### src/rtl/fft_stage_ctrl.sv
// R2MDC single-stage controller: sequences delay-line fill, butterfly issue,
// commutator select and end-of-stream flush for one radix-2 MDC stage, and
// tags butterfly results with valid/start-of-frame after the butterfly latency.
// All per-cycle strobes are registered; they reflect the decision made at the
// preceding clock edge, so an accept at edge k is visible after edge k.
module fft_stage_ctrl #(
    parameter int N      = 16,
    parameter int STAGE  = 0,
    parameter int BF_LAT = 1
) (
    input  logic                   clk,
    input  logic                   rst_n,
    input  logic                   in_valid,
    input  logic                   in_sop,
    output logic                   in_ready,
    output logic                   dl_wr_en,
    output logic                   comm_sel,
    output logic                   bf_en,
    output logic [$clog2(N)-2:0]   tw_addr,
    output logic                   out_valid,
    output logic                   out_sop,
    output logic                   frame_err
);

    localparam int L     = $clog2(N);
    localparam int CW    = L - 1;
    localparam int FRAME = N / 2;
    localparam int D     = FRAME >> (STAGE + 1);
    localparam int LOGD  = $clog2(D);
    localparam int TWM   = N >> (STAGE + 1);

    localparam logic [CW-1:0] D_C     = CW'(D);
    localparam logic [CW-1:0] TW_MASK = CW'(TWM - 1);

    localparam logic [1:0] S_IDLE  = 2'd0;
    localparam logic [1:0] S_FILL  = 2'd1;
    localparam logic [1:0] S_RUN   = 2'd2;
    localparam logic [1:0] S_FLUSH = 2'd3;

    logic [1:0]    state, state_nxt;
    logic [CW-1:0] icnt, icnt_nxt;
    logic [CW-1:0] ocnt, ocnt_nxt;
    logic          accept;
    logic          issue;
    logic          wr;
    logic          err;
    logic          bf_sop;

    // Twiddle index for op number op: wraps at the stage's twiddle period and
    // is scaled by the stage index so all stages share one full-size ROM.
    function automatic logic [CW-1:0] tw_of(input logic [CW-1:0] op);
        return (op & TW_MASK) << STAGE;
    endfunction

    assign in_ready = (state != S_FLUSH);
    assign accept   = in_valid && in_ready;
    assign comm_sel = (state != S_IDLE) && icnt[LOGD];

    // Next-state, counter and strobe decisions for the coming edge.
    always_comb begin
        state_nxt = state;
        icnt_nxt  = icnt;
        ocnt_nxt  = ocnt;
        issue     = 1'b0;
        wr        = 1'b0;
        err       = 1'b0;
        case (state)
            S_IDLE: begin
                if (accept) begin
                    if (in_sop) begin
                        wr        = 1'b1;
                        icnt_nxt  = CW'(1);
                        ocnt_nxt  = '0;
                        state_nxt = (D == 1) ? S_RUN : S_FILL;
                    end else begin
                        err = 1'b1;
                    end
                end
            end
            S_FILL: begin
                if (accept) begin
                    wr = 1'b1;
                    if (in_sop) begin
                        // Early sop: drop the partial frame and refill from this pair.
                        err       = 1'b1;
                        icnt_nxt  = CW'(1);
                        ocnt_nxt  = '0;
                        state_nxt = (D == 1) ? S_RUN : S_FILL;
                    end else begin
                        icnt_nxt = icnt + 1'b1;
                        if (icnt + 1'b1 == D_C) begin
                            state_nxt = S_RUN;
                            ocnt_nxt  = '0;
                        end
                    end
                end
            end
            S_RUN: begin
                if (icnt == '0) begin
                    if (accept && in_sop) begin
                        // Back-to-back frame: the delay line is already primed.
                        wr       = 1'b1;
                        issue    = 1'b1;
                        icnt_nxt = icnt + 1'b1;
                        ocnt_nxt = ocnt + 1'b1;
                    end else begin
                        // Stream ended (or broke): first flush op issues right now
                        // so the butterfly stream stays gap-free.
                        err       = accept;
                        issue     = 1'b1;
                        wr        = 1'b1;
                        ocnt_nxt  = ocnt + 1'b1;
                        state_nxt = S_FLUSH;
                    end
                end else if (accept) begin
                    wr = 1'b1;
                    if (in_sop) begin
                        err       = 1'b1;
                        icnt_nxt  = CW'(1);
                        ocnt_nxt  = '0;
                        state_nxt = (D == 1) ? S_RUN : S_FILL;
                    end else begin
                        issue    = 1'b1;
                        icnt_nxt = icnt + 1'b1;
                        ocnt_nxt = ocnt + 1'b1;
                    end
                end
            end
            default: begin
                // FLUSH drains the remaining ops of the frame; ocnt wraps to 0
                // exactly after the D-th flush op, which ends the flush.
                if (ocnt != '0) begin
                    issue    = 1'b1;
                    wr       = 1'b1;
                    ocnt_nxt = ocnt + 1'b1;
                end else begin
                    state_nxt = S_IDLE;
                end
            end
        endcase
    end

    // State, counters and registered control strobes.
    always_ff @(posedge clk or negedge rst_n) begin
        if (!rst_n) begin
            state     <= S_IDLE;
            icnt      <= '0;
            ocnt      <= '0;
            bf_en     <= 1'b0;
            bf_sop    <= 1'b0;
            dl_wr_en  <= 1'b0;
            frame_err <= 1'b0;
            tw_addr   <= '0;
        end else begin
            state     <= state_nxt;
            icnt      <= icnt_nxt;
            ocnt      <= ocnt_nxt;
            bf_en     <= issue;
            bf_sop    <= issue && (ocnt == '0);
            dl_wr_en  <= wr;
            frame_err <= err;
            if (issue) begin
                tw_addr <= tw_of(ocnt);
            end
        end
    end

    generate
        if (BF_LAT == 0) begin : g_nolat
            assign out_valid = bf_en;
            assign out_sop   = bf_sop;
        end else begin : g_lat
            logic [BF_LAT-1:0] vld_p;
            logic [BF_LAT-1:0] sop_p;

            // Result-tag delay matching the butterfly pipeline depth.
            always_ff @(posedge clk or negedge rst_n) begin
                if (!rst_n) begin
                    vld_p <= '0;
                    sop_p <= '0;
                end else begin
                    vld_p[0] <= bf_en;
                    sop_p[0] <= bf_sop;
                    for (int i = 1; i < BF_LAT; i++) begin
                        vld_p[i] <= vld_p[i-1];
                        sop_p[i] <= sop_p[i-1];
                    end
                end
            end

            assign out_valid = vld_p[BF_LAT-1];
            assign out_sop   = sop_p[BF_LAT-1];
        end
    endgenerate

endmodule

### config.mk
export PLATFORM = sky130hd
export DESIGN_NAME = fft_stage_ctrl
export DESIGN_NICKNAME = d
export VERILOG_FILES = /design/src/rtl/fft_stage_ctrl.sv
export SDC_FILE = /design/constraint.sdc
export NUM_CORES = 1
export LEC_CHECK = 0
export BUFFER_PORTS_ARGS = -buffer_cell sky130_fd_sc_hd__buf_2
export CAP_MARGIN = 10
export CORE_MARGIN = 1
export CORE_UTILIZATION = 35
export CTS_BUF_LIST = sky130_fd_sc_hd__clkbuf_16
export DETAILED_ROUTE_END_ITERATION = 10
export SYNTH_ARGS = -nofsm -noshare
export SYNTH_HDL_FRONTEND = slang
export SYNTH_SLANG_ARGS = --single-unit
### constraint.sdc
create_clock -name clk -period 2.05 [get_ports clk]
set_input_delay 0.205 -clock clk [delete_from_list [all_inputs] [get_ports clk]]
set_output_delay 0.205 -clock clk [all_outputs]
set_load 0.05 [all_outputs]
==> results by group <==
Floorplan
  – Die width: 59.2 um
  – I/O pin cnt: 14
  – Rows: 20
  – Core ar.: 3080 um^2
  – Die Span Y: 59.2 um
  – Die footprint: 3500 um^2
  – Initial Utilization: 37.2%

Logic synthesis
  – Yosys reg bits: 17
  – Synth top area cells: dfrtp_1, ha_1, inv_1, o21ai_0, a21oi_1
  – Ys flop type: dfrtp_1
  – Fraction of the mapped netlist area in simple logic gates: 14.6%
  – Sequential fraction of the synthesis area: 37.2%
  – Synth Instances: 123
  – XOR/XNOR Fraction of Synth Area: 0.765%
  – Synth Area in Adders: 9.84%
  – Largest area contributor in the synthesized netlist: dfrtp_1
  – Multiplexer area fraction after synthesis: 2.95%
  – Yosys top cell area share: 37.2%
  – Share of synthesized registers carrying an async set or reset: 100%
  – Synth warnings: 0
  – Mapped Nets: 136
  – Syn Area/Cell: 9.31 um^2
  – Number of distinct library cells after synthesis: 35
  – Largest family of logic cells by synthesized area: compound AO/OA/AOI/OAI gates
  – Mapped cell area: 1140 um^2
  – EDFF count, synth: 0
  – Compound-Gate Fraction of Synth Area: 26.8%

Clock network
  – # H-tree levels: 1
  – Post-CTS setup buffer count: 0
  – Root Buffer: clkbuf_16
  – Clock Sinks: 17
  – Clk_lat worst skew: 250 ps
  – Clock buffer depth: 2
  – Clock slew at reported path FFs: 60 ps
  – Total CTS buffers: 3
  – CTS tree: yes

Placed design
  – Setup WS pre-CTS: 128 ps
  – Buffers on Ports: 13
  – RePlAce Congestion: 0.900
  – Detail Placement HPWL: 1.81 mm

Timing
  – Worst-Margin Slew: 397 ps
  – Final Hold Viols: 0
  – RSZ-0062 raised after global routing: no
  – Fmax: 0.518 GHz
  – Endpoints failing setup: 0
  – Crit path time final: 1930 ps
  – Fin crit share: 94.3%
  – TNS Setup: 0 ps
  – Final Max Slew Viols: 0
  – Final worst setup slack: 118 ps
  – Final hold slack: 296 ps
  – Layout Skew: 4.02 ps
  – Slew margin rel.: 73.5%

Final layout
  – Share of layout cells above drive strength 1: 21.4%
  – Nets: 154
  – Most frequent cells in the layout: dfrtp_1, inv_1, buf_2, o21ai_0
  – Layout area overhead: 19.6%
  – Most common cell after layout, fill and taps aside: dfrtp_1
  – Diode count: 0

Detailed routing
  – Iteration-0 DRC Markers: 54
  – Vias/cell: 5.10
  – # DRC: 0
  – Drt pass-1 iters: 4
  – Final antenna-violating net count: 0
  – DRT Wirelength: 2.49 mm
  – Via count: 939
  – WL/cell: 13.5 um

Global routing
  – GRT Resource Usage Total: 15.3%
  – Number of global-route vias before repair: 873
  – Total global routing overflow: 0
  – Global-route wire length before repair: 4.02 mm
  – Initial antenna violation count: 0
  – Largest net degree at the start of global routing: 18

Job
  – Max_cap viols: 0

Worst setup path
  – CP arrival: 2070 ps
  – Worst EP required: 2190 ps
  – Critical Path Sink Type: flop
  – Reg2reg path depth: 6
  – Maximum net fanout on the critical path: 10
  – Crit path launch type: flop
  – Crit path kind: flop to flop

Pwr
  – Pleak: 0.675 nW
  – P per Cell Area: 1570 nW/um^2
  – Peak VDD IR: 393 uV

Worst hold path
  – Hold Path Depth: 2
  – Worst Hold Class: input port to flop

Run status
  – Run status: complete, no violations
flip-flops by register name, indices dropped and copies added, names as in the netlist:
register   flops
tw_addr        3
dl_wr_en       1
icnt           3
out_valid      1
ocnt           3
bf_sop         1
state          2
bf_en          1
out_sop        1
frame_err      1
cell usage after synthesis, types with 2 or more instances:
library cell	instances
dfrtp_1	17
inv_1	15
o21ai_0	11
ha_1	9
nand2_1	9
a21oi_1	8
nor2_1	8
nand2b_1	5
a211oi_1	4
a21o_1	4
clkbuf_1	3
mux2_2	3
buf_6	2
nand3b_1	2
nor3_1	2
o22ai_1	2
per-stage QoR:
step	total power (W)	instance area (um^2)	std cells	utilization, %
finish	0.00214	1370	184	44.5
CTS	0.00214	1360	184	44.3
floorplan	0.00145	1140	123	-
detailed placement	0.00173	1270	179	41.4
global placement	0.00171	1270	179	41.4
global route	0.00229	1370	184	44.5
metal layers:
metal	part of all wire [%]	track usage, %	vias to the layer above
li1	-	-	460
met1	47	20.0	450
met2	47	25.2	25
met3	5.7	3.28	4
met4	1.0	4.42	0
met5	0	0	-
path summary, 6_finish.rpt:
check | startpoint | end | slack [ps]
setup / recovery | state[0] | ocnt[2] | 120
hold / removal | in_sop | frame_err | 300
setup reg to reg | state[0] | ocnt[2] | 120
hold reg to reg | bf_sop | out_sop | 360
max in group asynchronous | rst_n | ocnt[0] | 1340
min in group asynchronous | rst_n | icnt[2] | 420
power by group:
part           switching (W)  internal [W]
combinational       0.000784      0.000449
sequential         0.0000788      0.000437
clock               0.000133      0.000261
total               0.000996       0.00115
worst max-delay path, cell delays in order, from the launching register on:
cell,delay (ps)
dfrtp_1,420
ha_1,300
nand2b_4,230
o311ai_4,350
o211ai_4,150
o21bai_1,180
a21o_1,180
layout make-up:
| class | instances | area (um^2) |
|---|---|---|
| flip-flops and latches | 17 | 425 |
| repair buffers | 18 | 118 |
| clock buffers | 3 | 75.1 |
| multi-input cells | 86 | 634 |
| clock inverters | 1 | 5.00 |
| fillers | 307 | 1710 |
| inverters | 15 | 56.3 |
| well taps | 44 | 55.1 |
what timing repair did:
item | CTS | global route
gates resized for setup | 0 | 1
endpoints found under the setup margin | 0 | 2
hold endpoints to repair | 17 | 0
hold buffers | 1 | 0
cells by family (layout without fill, tap and decap cells):
| kind of cell | Yosys count | after routing |
|---|---|---|
| AND/OR/NAND/NOR | 31 | 31 |
| buffers and inverters | 20 | 37 |
| AO/OA/AOI/OAI | 42 | 42 |
| adder cells (fa/ha/maj) | 9 | 9 |
| multiplexers | 3 | 3 |
| XOR/XNOR | 1 | 1 |
| flip-flops | 17 | 17 |
No activity file was read; power rests on OpenSTA's default activity.
